## config.mk

```make
export PLATFORM = sky130hd
export DESIGN_NAME = instr_encoder_flat
export DESIGN_NICKNAME = d
export VERILOG_FILES = /design/src/rtl/instr_encoder_if.sv /design/src/rtl/instr_encoder.sv /design/src/flat_wrapper.sv
export SDC_FILE = /design/constraint.sdc
export NUM_CORES = 1
export LEC_CHECK = 0
export ABC_AREA = 1
export CORE_ASPECT_RATIO = 0.75
export CORE_MARGIN = 2
export CORE_UTILIZATION = 46
export CTS_BUF_LIST = sky130_fd_sc_hd__clkbuf_4 sky130_fd_sc_hd__clkbuf_8
export DETAILED_ROUTE_END_ITERATION = 8
export PLACE_DENSITY_LB_ADDON = 0.05
export SYNTH_ARGS = -nofsm -noshare
export SYNTH_HDL_FRONTEND = slang
export SYNTH_SLANG_ARGS = --single-unit
```

## constraint.sdc

```tcl
create_clock -name iCLK -period 1.63 [get_ports iCLK]
set_input_delay 0.2445 -clock iCLK [delete_from_list [all_inputs] [get_ports iCLK]]
set_output_delay 0.2445 -clock iCLK [all_outputs]
set_load 0.01 [all_outputs]
```

## src/rtl/instr_encoder_if.sv

```systemverilog
// Request/response bundle for the RV32I instruction encoder.
// The encoder takes the slave side; a program generator or bench takes the master side.
interface instr_encoder_if;
    logic        iValid;
    logic        oReady;
    logic [2:0]  iFmt;
    logic [6:0]  iOpcode;
    logic [4:0]  iRd;
    logic [4:0]  iRs1;
    logic [4:0]  iRs2;
    logic [2:0]  iFunct3;
    logic [31:0] iImm;
    logic        oValid;
    logic        iReady;
    logic [31:0] oInstr;
    logic        oErr;
    logic        oLast;

    modport slave (
        input  iValid, iFmt, iOpcode, iRd, iRs1, iRs2, iFunct3, iImm, iReady,
        output oReady, oValid, oInstr, oErr, oLast
    );

    modport master (
        output iValid, iFmt, iOpcode, iRd, iRs1, iRs2, iFunct3, iImm, iReady,
        input  oReady, oValid, oInstr, oErr, oLast
    );
endinterface

```

## src/rtl/instr_encoder.sv

```systemverilog
// Registered RV32I instruction encoder: packs I/S/B/J/U words and expands `li`
// into ADDI, LUI or LUI+ADDI, with range/alignment flags on the immediate.
module instr_encoder (
    input  logic           iCLK,
    input  logic           iRST,
    instr_encoder_if.slave enc
);
    typedef enum logic [1:0] {
        IDLE,
        EMIT,
        EMIT_LO
    } state_e;

    localparam logic [2:0]  FMT_I      = 3'd0;
    localparam logic [2:0]  FMT_S      = 3'd1;
    localparam logic [2:0]  FMT_B      = 3'd2;
    localparam logic [2:0]  FMT_J      = 3'd3;
    localparam logic [2:0]  FMT_U      = 3'd4;
    localparam logic [2:0]  FMT_LI     = 3'd5;
    localparam logic [6:0]  OPC_OP_IMM = 7'b0010011;
    localparam logic [6:0]  OPC_LUI    = 7'b0110111;
    localparam logic [31:0] NOP_WORD   = 32'h0000_0013;

    state_e      state_q, state_d;
    logic [31:0] instr_q, instr_d;
    logic [31:0] lo_word_q, lo_word_d;
    logic        err_q, err_d;
    logic        last_q, last_d;
    logic        two_q, two_d;

    logic [31:0] imm;
    logic        fits12, fits13, fits21;
    logic [19:0] li_hi;
    logic [31:0] enc_word, enc_lo_word;
    logic        enc_err, enc_two;

    // Encode the request as presented; the words are captured only on accept.
    always_comb begin
        imm    = enc.iImm;
        fits12 = (imm[31:11] == {21{imm[11]}});
        fits13 = (imm[31:12] == {20{imm[12]}});
        fits21 = (imm[31:20] == {12{imm[20]}});
        // Upper half of imm + 0x800: the low 12 bits carry out exactly when imm[11] is set.
        li_hi  = imm[31:12] + {19'd0, imm[11]};

        // NOTE: every combinational output gets a default first so no path leaves it unassigned (no latch).
        enc_word    = NOP_WORD;
        enc_lo_word = '0;
        enc_err     = 1'b0;
        enc_two     = 1'b0;

        case (enc.iFmt)
            FMT_I: begin
                enc_word = {imm[11:0], enc.iRs1, enc.iFunct3, enc.iRd, enc.iOpcode};
                enc_err  = !fits12;
            end
            FMT_S: begin
                enc_word = {imm[11:5], enc.iRs2, enc.iRs1, enc.iFunct3, imm[4:0], enc.iOpcode};
                enc_err  = !fits12;
            end
            FMT_B: begin
                enc_word = {imm[12], imm[10:5], enc.iRs2, enc.iRs1, enc.iFunct3,
                            imm[4:1], imm[11], enc.iOpcode};
                enc_err  = imm[0] || !fits13;
            end
            FMT_J: begin
                enc_word = {imm[20], imm[10:1], imm[11], imm[19:12], enc.iRd, enc.iOpcode};
                enc_err  = imm[0] || !fits21;
            end
            FMT_U: begin
                enc_word = {imm[31:12], enc.iRd, enc.iOpcode};
                enc_err  = (imm[11:0] != 12'd0);
            end
            FMT_LI: begin
                if (fits12) begin
                    enc_word = {imm[11:0], 5'd0, 3'b000, enc.iRd, OPC_OP_IMM};
                end else if (imm[11:0] == 12'd0) begin
                    enc_word = {imm[31:12], enc.iRd, OPC_LUI};
                end else begin
                    enc_word    = {li_hi, enc.iRd, OPC_LUI};
                    enc_lo_word = {imm[11:0], enc.iRd, 3'b000, enc.iRd, OPC_OP_IMM};
                    enc_two     = 1'b1;
                end
            end
            default: begin
                enc_word = NOP_WORD;
                enc_err  = 1'b1;
            end
        endcase
    end

    always_comb begin
        state_d   = state_q;
        instr_d   = instr_q;
        lo_word_d = lo_word_q;
        err_d     = err_q;
        last_d    = last_q;
        two_d     = two_q;

        case (state_q)
            IDLE: begin
                if (enc.iValid) begin
                    state_d   = EMIT;
                    instr_d   = enc_word;
                    lo_word_d = enc_lo_word;
                    err_d     = enc_err;
                    last_d    = !enc_two;
                    two_d     = enc_two;
                end
            end
            EMIT: begin
                if (enc.iReady) begin
                    if (two_q) begin
                        state_d = EMIT_LO;
                        instr_d = lo_word_q;
                        err_d   = 1'b0;
                        last_d  = 1'b1;
                    end else begin
                        state_d = IDLE;
                    end
                end
            end
            EMIT_LO: begin
                if (enc.iReady) begin
                    state_d = IDLE;
                end
            end
            default: state_d = IDLE;
        endcase
    end

    // NOTE: sequential state uses non-blocking assignments so every register samples pre-edge values.
    always_ff @(posedge iCLK or posedge iRST) begin
        if (iRST) begin
            state_q   <= IDLE;
            instr_q   <= '0;
            lo_word_q <= '0;
            err_q     <= 1'b0;
            last_q    <= 1'b0;
            two_q     <= 1'b0;
        end else begin
            state_q   <= state_d;
            instr_q   <= instr_d;
            lo_word_q <= lo_word_d;
            err_q     <= err_d;
            last_q    <= last_d;
            two_q     <= two_d;
        end
    end

    assign enc.oReady = (state_q == IDLE);
    assign enc.oValid = (state_q != IDLE);
    assign enc.oInstr = instr_q;
    assign enc.oErr   = err_q;
    assign enc.oLast  = last_q;
endmodule
```

## src/flat_wrapper.sv

```systemverilog
// flat-port wrapper written by rule: the top's interface ports become plain ports
module instr_encoder_flat 
  (iCLK, iRST, enc_iValid, enc_iFmt, enc_iOpcode, enc_iRd, enc_iRs1, enc_iRs2, enc_iFunct3, enc_iImm, enc_iReady, enc_oReady, enc_oValid, enc_oInstr, enc_oErr, enc_oLast);
  instr_encoder_if enc_i ();
  input  logic iCLK;
  input  logic iRST;
  input wire logic [$bits(enc_i.iValid)-1:0] enc_iValid;
  input wire logic [$bits(enc_i.iFmt)-1:0] enc_iFmt;
  input wire logic [$bits(enc_i.iOpcode)-1:0] enc_iOpcode;
  input wire logic [$bits(enc_i.iRd)-1:0] enc_iRd;
  input wire logic [$bits(enc_i.iRs1)-1:0] enc_iRs1;
  input wire logic [$bits(enc_i.iRs2)-1:0] enc_iRs2;
  input wire logic [$bits(enc_i.iFunct3)-1:0] enc_iFunct3;
  input wire logic [$bits(enc_i.iImm)-1:0] enc_iImm;
  input wire logic [$bits(enc_i.iReady)-1:0] enc_iReady;
  output wire logic [$bits(enc_i.oReady)-1:0] enc_oReady;
  output wire logic [$bits(enc_i.oValid)-1:0] enc_oValid;
  output wire logic [$bits(enc_i.oInstr)-1:0] enc_oInstr;
  output wire logic [$bits(enc_i.oErr)-1:0] enc_oErr;
  output wire logic [$bits(enc_i.oLast)-1:0] enc_oLast;
  assign enc_i.iValid = enc_iValid;
  assign enc_i.iFmt = enc_iFmt;
  assign enc_i.iOpcode = enc_iOpcode;
  assign enc_i.iRd = enc_iRd;
  assign enc_i.iRs1 = enc_iRs1;
  assign enc_i.iRs2 = enc_iRs2;
  assign enc_i.iFunct3 = enc_iFunct3;
  assign enc_i.iImm = enc_iImm;
  assign enc_i.iReady = enc_iReady;
  assign enc_oReady = enc_i.oReady;
  assign enc_oValid = enc_i.oValid;
  assign enc_oInstr = enc_i.oInstr;
  assign enc_oErr = enc_i.oErr;
  assign enc_oLast = enc_i.oLast;
  instr_encoder u_core (.iCLK(iCLK), .iRST(iRST), .enc(enc_i));
endmodule
```

==> summary.txt <==
status: complete, no violations
Critical Path End Type: flip-flop
Logic pwr share: 0.468
Pins Over Slew Limit: 0
Post-synth EDFFs: 0
synth top area cells: dfrtp_1 36%, nand2_1 14%, inv_1 7.8%, o21ai_0 7.0%, nand3_1 4.4%
CTS Hold Bufs: 0
H-tree levels: 2
worst path cell trace: dlygate4sd2_1, nor2_1, nand2_1, nor2_4, nand2_4, buf_4, mux2_4, nand2_1, nand3_1, nand2_1, nand2_1
reg-to-reg critical path endpoint: u_core.enc.oInstr[28]
#FFs+latches synth: 54
layout cells sized above 1: 0.3067
dpl hpwl: 11250 um
Starting Density: 0.4766
Sw Share: 0.3640
Rows: 28
Slew Limit Headroom: 0.6233
startpoint types: input pin
CP required: 1.85 ns
WL/cell: 16.85 um
drt via density: 5.501
worst r2r src: u_core.state_q[0]
Layout Skew: 0.005786 ns
TritonRoute pass-1 iters: 5
fillers: 607
Clock Sink Count: 54
Die Wd: 108.6 um
CP Class: input pin to flip-flop
Switch Pwr: 1807 uW
RSZ-0062 raised after global routing: yes
CTS root buf: clkbuf_8
sequential share of the synthesized area: 0.3581
commonest non-fill, non-tap cell in the layout: nand2_1
TritonCTS clock tree: done
Via Count: 4846
ant diodes: 0
count of different cell masters after synthesis: 38
crit path max fanout: 5
Worst path slowest cell: mux2_4
CP delay by family, top: simple AND/OR/NAND/NOR gates
commonest non-fill, non-tap cells in the layout: 129 x nand2_1, 122 x buf_4, 66 x inv_1, 62 x clkdlybuf4s50_1, 53 x dfrtp_1
Clk pin slew, worst setup/hold paths: 0.10 ns
worst slew pin tran: 0.5645 ns
initial antenna violation count: 0
Max Clk Rate: 634.6 MHz
Power Internal: 3156 uW
Mapped Nets: 615
VDD IR-drop max: 890.1 uV
Cell Pwr Density: 799.6 nW/um^2
Netlist Area Pre-Place: 3774 sq um
Num CTS Buffers: 5
sequential power share: 0.382
WP buf/inv: 2
vias in the first global route: 4689
most frequent CP cell: nand2_1
die area: 8952 sq um
reg2reg setup slack: 0.06 ns
antenna viol nets, final: 0
async set-reset flop share out of synthesis: 1.000
DRC violations left: 0
area delta synth->final: 64.46%
synth warn: 0
share of the synthesized area in the top cell type: 0.3581
Boundary Pins: 100
ys flop type: dfrtp_1
largest net degree at the start of global routing: 44
crit path time final: 1.576 ns
FF-to-FF path depth: 6
Worst Path Arrival: 1.80 ns
cell taking the most area after synthesis: dfrtp_1
Max-Cap Viols: 0
final setup fails: 0
Hold WC Path Type: input pin to asynchronous set/reset pin
period utilisation layout: 0.9668
final wirelength: 14850 um
CP peak stage delay: 0.29 ns
count of input and output buffers: 99
cells after synthesis: 548
CTS max path bufs: 2
clock power share: 0.150
global-route wire length before repair: 22690 um
Die H: 82.44 um
1st-iter DRT viols: 413
Clk Latency, worst-skew pair: 0.32 ns
Final Util: 0.7838
WHS: 0.1737 ns
GP Congestion: 0.9643
syn avg cell area: 6.886 sq um
GRT overflow: 0
All-Layer GR Usage: 0.3338
Pleak: 0.003009 uW
fin nets: 843
core footprint: 7918 sq um
Hold Vio Cnt, Final: 0
-- kinds of logic (layout without fill, tap and decap cells) --
family,Yosys count,after routing,synth area share
and+or+nand+nor,256,257,0.3031
AOI/OAI and AO/OA,127,127,0.1946
buffers and inverters,99,326,0.1117
DFF,54,54,0.3581
xor gates and xnor gates,8,8,0.01857
adders and majority gates,3,3,0.009948
muxes,1,1,0.003978
-- how the worst max path moves through the flow --
stage / depth (start not counted) / from / endpoint / slack, ns
finish: 11 / enc_iImm[8] / u_core.enc.oInstr[13] / 0.05
global route: 6 / u_core.state_q[0] / u_core.enc.oInstr[28] / -0.04
CTS: 10 / enc_iFmt[1] / u_core.enc.oInstr[25] / 0.01
detailed placement: 15 / enc_iImm[11] / u_core.enc.oInstr[27] / -0.70
global placement: 10 / enc_iImm[13] / u_core.enc.oErr / -0.69
floorplan: 1 / iRST / u_core.enc.oErr / 0.07
-- repair_timing --
| action | CTS | global route |
|---|---|---|
| pin swaps | 23 | 23 |
| cloned | 2 | 1 |
| gates resized for setup | 80 | 66 |
| buffers inserted | 7 | 5 |
| setup endpoints to repair | 46 | 38 |
-- through the flow --
step	worst slack [ns]	TNS [ns]	instances	total power, uW	instance area, sq um
2_1_floorplan	0.07092	0	548	2787	3774
3_3_place_gp	-0.6877	-21.49	859	4089	5763
3_5_place_dp	-0.6961	-22.53	859	4146	5763
4_1_cts	0.01243	0	875	4904	6032
5_1_grt	-0.04219	-0.1643	881	5245	6206
6_report	0.05420	0	881	4963	6206
-- flip-flops by register name, summed over array words and instances, names as in the netlist --
| name | cells |
|---|---|
| u_core.enc.oLast | 1 |
| u_core.enc.oInstr | 32 |
| u_core.state_q | 2 |
| u_core.lo_word_q | 18 |
| u_core.enc.oErr | 1 |
-- area by class of cell --
class | instances | area, sq um | share of cell area
multi-input cells | 396 | 2256 | 0.3635
repair buffers | 237 | 2071 | 0.3337
flip-flops and latches | 54 | 1353 | 0.2179
inverters | 82 | 311.5 | 0.05020
well taps | 105 | 131.4 | 0.02117
clock buffers | 5 | 68.82 | 0.01109
clock inverters | 2 | 15.01 | 0.002419
-- synthesized netlist by cell type, types with 7 or more instances --
library cell,count
nand4_1,8
xor2_1,8
nand2_2,8
nor3_1,11
nand3_1,33
o21ai_0,53
o21ai_1,14
inv_1,78
a21oi_1,19
o22ai_1,19
buf_2,7
dfrtp_1,54
nor2_1,44
nand2_1,139
-- per-layer routing --
| layer | GRT usage | part of all wire | wire [um] | vias up |
|---|---|---|---|---|
| li1 | - | - | - | 2265 |
| met1 | 0.4398 | 0.43 | 6326 | 2298 |
| met2 | 0.5688 | 0.47 | 7018 | 258 |
| met3 | 0.06515 | 0.084 | 1249 | 25 |
| met4 | 0.08718 | 0.017 | 255 | 0 |
| met5 | 0 | 0 | 0 | - |
-- power by group through the flow --
stage                     registers (uW)  clock network, uW  logic [uW]
after global placement              1890                  0        2200
after CTS                           1890                751        2270
after detailed placement            1900                  0        2240
after floorplan                     2020                  0         769
final                               1900                747        2320
after global routing                1930                807        2510
No activity file was read; power rests on OpenSTA's default activity.
